`src/rtl/pipe_pkg.sv`:
```
// Shared pipeline types and constants.
// Used by the fetch stage and its IF/ID register.
package pipe_pkg;

  localparam int          INSTR_W       = 32;
  localparam logic [31:0] PKG_RESET_PC  = 32'h0000_0000;
  localparam logic [31:0] PKG_NOP_INSTR = 32'h0000_0000;

  typedef enum logic [1:0] {
    REQ     = 2'd0,
    HOLD    = 2'd1,
    DISCARD = 2'd2
  } fetch_state_t;

  typedef struct packed {
    logic [31:0]        pc;
    logic [31:0]        pc4;
    logic [INSTR_W-1:0] instr;
    logic               valid;
  } if_id_t;

  function automatic logic [31:0] align4(
    input logic [31:0] a
  );
    return {a[31:2], 2'b00};
  endfunction

endpackage

```
`src/rtl/if_id_reg.sv`:
```
// IF/ID pipeline register.
// Priority: reset > flush > stall-hold > load.
module if_id_reg #(
  parameter logic [31:0] NOP_INSTR = pipe_pkg::PKG_NOP_INSTR
) (
  input  logic            clk,
  input  logic            rst_n,
  input  logic            i_flush,
  input  logic            i_stall,
  input  pipe_pkg::if_id_t i_d,
  output pipe_pkg::if_id_t o_q
);
  import pipe_pkg::*;

  if_id_t r_q;

  always_ff @(posedge clk) begin
    if (!rst_n) begin
      r_q.pc    <= '0;
      r_q.pc4   <= '0;
      r_q.instr <= NOP_INSTR;
      r_q.valid <= 1'b0;
    end else if (i_flush) begin
      r_q.valid <= 1'b0;
      r_q.instr <= NOP_INSTR;
    end else if (!i_stall) begin
      r_q <= i_d;
    end
  end

  assign o_q = r_q;

endmodule

```
`src/rtl/pc_fetch_stage.sv`:
```
// PC register, fetch handshake FSM, skid buffer
// and pending-redirect tracking for the IF stage.
module pc_fetch_stage #(
  parameter logic [31:0] RESET_PC  = pipe_pkg::PKG_RESET_PC,
  parameter logic [31:0] NOP_INSTR = pipe_pkg::PKG_NOP_INSTR
) (
  input  logic        Clk,
  input  logic        Rst_n,
  input  logic        Redirect,
  input  logic [31:0] NextAddress,
  input  logic        Stall,
  input  logic        Flush,
  output logic        IMemReq,
  output logic [31:0] IMemAddr,
  input  logic        IMemAck,
  input  logic [31:0] IMemRData,
  output logic [31:0] PCPlus4,
  output logic [31:0] IF_ID_PC,
  output logic [31:0] IF_ID_PCPlus4,
  output logic [31:0] IF_ID_Instruction,
  output logic        IF_ID_Valid
);
  import pipe_pkg::*;

  fetch_state_t r_state, w_state_n;
  logic [31:0]  r_pc, w_pc_n;
  logic         r_pending, w_pending_n;
  logic [31:0]  r_pend_tgt, w_pend_tgt_n;
  logic [31:0]  r_skid_pc, r_skid_instr;
  logic         w_skid_cap;
  logic [31:0]  w_pc4, w_tgt;
  if_id_t       w_d, w_q;

  assign w_pc4    = r_pc + 32'd4;
  assign w_tgt    = align4(NextAddress);
  assign PCPlus4  = w_pc4;
  assign IMemAddr = r_pc;
  assign IMemReq  = Rst_n && (r_state != HOLD);

  always_comb begin
    w_state_n    = r_state;
    w_pc_n       = r_pc;
    w_pending_n  = r_pending;
    w_pend_tgt_n = r_pend_tgt;
    w_skid_cap   = 1'b0;
    w_d.pc       = r_pc;
    w_d.pc4      = w_pc4;
    w_d.instr    = NOP_INSTR;
    w_d.valid    = 1'b0;
    unique case (r_state)
      REQ: begin
        if (IMemAck && Redirect) begin
          w_pc_n = w_tgt;
        end else if (IMemAck && Stall) begin
          w_skid_cap = 1'b1;
          w_pc_n     = w_pc4;
          w_state_n  = HOLD;
        end else if (IMemAck) begin
          w_d.instr = IMemRData;
          w_d.valid = 1'b1;
          w_pc_n    = w_pc4;
        end else if (Redirect) begin
          w_pending_n  = 1'b1;
          w_pend_tgt_n = w_tgt;
          w_state_n    = DISCARD;
        end
      end
      HOLD: begin
        if (Redirect) begin
          w_pc_n    = w_tgt;
          w_state_n = REQ;
        end else if (!Stall) begin
          w_d.pc    = r_skid_pc;
          w_d.pc4   = r_skid_pc + 32'd4;
          w_d.instr = r_skid_instr;
          w_d.valid = 1'b1;
          w_state_n = REQ;
        end
      end
      DISCARD: begin
        // A redirect landing with the ack is the newest target.
        if (IMemAck) begin
          w_pc_n      = Redirect ? w_tgt : r_pend_tgt;
          w_pending_n = 1'b0;
          w_state_n   = REQ;
        end else if (Redirect) begin
          w_pend_tgt_n = w_tgt;
        end
      end
      default: w_state_n = REQ;
    endcase
  end

  always_ff @(posedge Clk) begin
    if (!Rst_n) begin
      r_state      <= REQ;
      r_pc         <= RESET_PC;
      r_pending    <= 1'b0;
      r_pend_tgt   <= '0;
      r_skid_pc    <= '0;
      r_skid_instr <= '0;
    end else begin
      r_state    <= w_state_n;
      r_pc       <= w_pc_n;
      r_pending  <= w_pending_n;
      r_pend_tgt <= w_pend_tgt_n;
      if (w_skid_cap) begin
        r_skid_pc    <= r_pc;
        r_skid_instr <= IMemRData;
      end
    end
  end

  if_id_reg #(
    .NOP_INSTR (NOP_INSTR)
  ) u_if_id (
    .clk     (Clk),
    .rst_n   (Rst_n),
    .i_flush (Flush),
    .i_stall (Stall),
    .i_d     (w_d),
    .o_q     (w_q)
  );

  assign IF_ID_PC          = w_q.pc;
  assign IF_ID_PCPlus4     = w_q.pc4;
  assign IF_ID_Instruction = w_q.instr;
  assign IF_ID_Valid       = w_q.valid;

endmodule

```
`config.mk`:
```
export PLATFORM = sky130hd
export DESIGN_NAME = pc_fetch_stage
export DESIGN_NICKNAME = d
export VERILOG_FILES = /design/src/rtl/pipe_pkg.sv /design/src/rtl/if_id_reg.sv /design/src/rtl/pc_fetch_stage.sv
export SDC_FILE = /design/constraint.sdc
export NUM_CORES = 1
export LEC_CHECK = 0
export ABC_AREA = 1
export CAP_MARGIN = 20
export CORE_MARGIN = 2
export CORE_UTILIZATION = 56
export CTS_BUF_LIST = sky130_fd_sc_hd__clkbuf_16
export DETAILED_ROUTE_END_ITERATION = 12
export GPL_TIMING_DRIVEN = 0
export PLACE_DENSITY_LB_ADDON = 0.12
export SLEW_MARGIN = 5
export SYNTH_ARGS = -nofsm -noshare
export SYNTH_HDL_FRONTEND = slang
export SYNTH_SLANG_ARGS = --single-unit
```
`constraint.sdc`:
```
create_clock -name Clk -period 4.5 [get_ports Clk]
set_input_delay 0.9 -clock Clk [delete_from_list [all_inputs] [get_ports Clk]]
set_output_delay 0.9 -clock Clk [all_outputs]
set_load 0.01 [all_outputs]
```
==> results.py <==
metrics = {
    "sta": {
        "period_minus_slack_ps": 3970,
        "slew_viol_final": 0,
        "period_share": 0.882,
        "finClkSkew_ps": 10.8,
        "slew_headroom": 0.451,
        "setup_viol": 0,
        "clock.fmax_mhz": 252,
        "finalSetupTns_ps": 0,
        "tightest_slew_ps": 823,
        "hold_violations": 0,
        "grt_setup_unrepaired": "false",
    },
    "clock_network": {
        "cts_made_buffers": 24,
        "clkSlewWorstSetupHoldPaths_ps": 60,
        "post_cts_buffers": 0,
        "cts.sinks": 225,
        "clockBufferDepth": 3,
        "cts_tree": "built",
        "cts_root_buf": "clkbuf_16",
        "hold_buffers": 0,
        "cts_max_level": 1,
        "insertion_delay_ps": 520,
        "cts-resized-gates": 0,
    },
    "placement": {
        "place.gp.congestion": 0.983,
        "dp_hpwl_um": 32100,
        "placement.io_buffers": 227,
    },
    "logic_synthesis": {
        "synth.yosys.seq_area_share": 0.401,
        "synth_top_area_cell": "dfxtp_1",
        "synth_edf_count": 0,
        "ys.flop_type": "dfxtp_1",
        "yosys.area.top_type_share": 0.401,
        "netlist_top_cells_count": "304 x nand2_1, 225 x dfxtp_1, 207 x o21ai_0",
        "synth.area.top_cells": "dfxtp_1 40%, nand2_1 10%, o21ai_0 9.2%",
        "ys_ff_latch": 225,
        "synth_cell_types": 41,
        "avgSynthCellArea_um2": 6.94,
        "syn_inst": 1620,
        "syn_area_um2": 11200,
        "synth_most_common_cell": "nand2_1",
        "ys_warn_count": 0,
        "async_reset_ff_frac": 0,
        "syn_nets": 1696,
    },
    "die": {
        "die-width_um": 146,
        "start_util": 0.574,
        "die_height_um": 146,
        "die-area_um2": 21200,
        "floorplan.rows": 51,
        "ioPinCount": 232,
        "core_um2": 19600,
    },
    "drt": {
        "vias_per_cell": 6.09,
        "drc": 0,
        "drt-pass1-iter-count": 5,
        "finalWirelength_um": 43300,
        "ant_nets": 0,
        "num_vias": 13100,
        "drtIter0Drc": 1556,
        "wl_per_cell_um": 20.1,
    },
    "worst_setup_path": {
        "reg2reg_depth": 8,
        "crit_path_cell_trace": "ha_1, inv_1, nor2_2, nand2_2, nor2_2, xor2_1, clkdlybuf4s50_1",
        "arrival_ps": 3070,
        "crit_path_start": "IMemAddr[2]",
        "startpoint_type": "flip-flop",
        "slowest_delay_ps": 630,
        "r2r-end": "u_if_id.o_q[57]",
        "required_ps": 3600,
        "critPathKind": "flip-flop to output port",
        "crit_path_max_fanout": 7,
        "cp-end-kind": "output port",
        "r2r_slack_ps": 2010,
        "cp_slowest_cell": "clkdlybuf4s50_1",
        "crit_path_frequent_cell": "nor2_2",
        "rr_startpoint": "r_state[1]",
    },
    "job": {
        "maxCapViolations": 0,
    },
    "final_layout": {
        "drive_gt1_frac": 0.0540,
        "area_growth_pct": 29.4,
        "diodes": 0,
        "nets": 1949,
    },
    "min_path": {
        "min_path_type": "flip-flop to flip-flop",
        "min_to": "u_if_id.o_q[32]",
        "whs_path_depth": 2,
        "min-delay-start": "u_if_id.o_q[32]",
    },
    "power_and_ir_drop": {
        "powerDensity_nw_per_um2": 514,
        "irDropWorstVdd_mv": 0.367,
        "p_leak_nw": 5.42,
        "power.total_mw": 7.47,
    },
    "global_route": {
        "grtUsageTotal": 0.389,
        "grt_pass1_wl_um": 66100,
        "overflow": 0,
        "grt_max_degree": 14,
        "grt_pass1_vias": 12100,
        "grt_antenna_before_repair": 0,
    },
    "outcome": {
        "status": "completed",
    },
}
==> power breakdown <==
group          switching, mW  leakage, nW  internal (mW)
combinational           1.73         3.24           1.17
clock                  0.817        0.349          0.994
sequential             0.449         1.84           2.32
==> metrics by stage <==
step / setup WS [ps] / hold WS (ps) / cell area, um^2 / instances / util
2_1_floorplan: 2140 / 430 / 11200 / 1620 / -
3_3_place_gp: 889 / 441 / 13800 / 2112 / 0.707
3_5_place_dp: 868 / 447 / 13800 / 2112 / 0.707
4_1_cts: 609 / 455 / 14500 / 2153 / 0.742
5_1_grt: 522 / 482 / 14500 / 2153 / 0.742
6_report: 533 / 454 / 14500 / 2153 / 0.742
==> layer usage <==
layer,vias to the layer above,global-route usage,wire [um]
li1,5996,-,-
met1,6026,0.509,16500
met2,911,0.627,19400
met3,187,0.0580,4870
met4,0,0.199,2430
met5,-,0,0
==> state kept, by name (all words and copies together) (netlist names) <==
register      cells
r_state           2
r_skid_instr     32
r_pend_tgt       32
u_if_id.o_q      95
r_skid_pc        32
IMemAddr         32
==> worst max path at each step <==
| stage | to | cells past startpoint |
|---|---|---|
| 2_1_floorplan | PCPlus4[22] | 7 |
| 3_3_place_gp | IMemReq | 5 |
| 3_5_place_dp | IMemReq | 5 |
| 4_1_cts | PCPlus4[14] | 7 |
| 5_1_grt | PCPlus4[12] | 6 |
| 6_report | PCPlus4[14] | 7 |
==> kinds of logic (layout without fill, tap and decap cells) <==
| group | after synthesis | in the layout | synth area share |
|---|---|---|---|
| flops | 225 | 225 | 0.401 |
| xor+xnor | 23 | 23 | 0.0199 |
| simple gates | 614 | 614 | 0.227 |
| buf+inv | 220 | 488 | 0.0785 |
| compound gates | 531 | 531 | 0.266 |
| mux | 1 | 1 | 0.000891 |
| fa+ha+maj | 6 | 6 | 0.00668 |
==> layout make-up <==
cell class,count,area [um^2]
Buffer,118,499
Clock buffer,25,626
Clock inverter,16,68.8
Fill cell,1623,5050
Inverter,102,383
Multi-Input combinational cell,1175,5850
Sequential cell,225,4500
Tap cell,265,332
Timing Repair Buffer,227,2270
==> placed cells by master (no fill, tap or decap), types with 5 or more instances in the layout <==
cell	n
nor2_1	195
xor2_1	14
nand3_1	57
nand4_1	20
o21ai_1	6
o211ai_1	25
o21bai_1	7
clkbuf_1	75
a31oi_1	42
a22o_1	31
inv_1	99
clkinv_1	9
clkbuf_16	25
buf_1	6
o21ai_0	207
o221ai_1	5
nand2_2	6
nand2_1	304
ha_1	6
inv_2	5
a21oi_1	185
nor2_4	5
nor3_1	6
xnor2_1	6
nor2_2	9
buf_2	33
a211oi_1	15
clkdlybuf4s50_1	227
dfxtp_1	225
==> critical path, delay by kind of cell (launching register included) <==
kind	cells	cell delay, ps
buf+inv	2	730
xor+xnor	1	430
simple gates	3	540
fa+ha+maj	1	290
flops	1	550
Note: power is estimated with default switching activity, not from simulation.
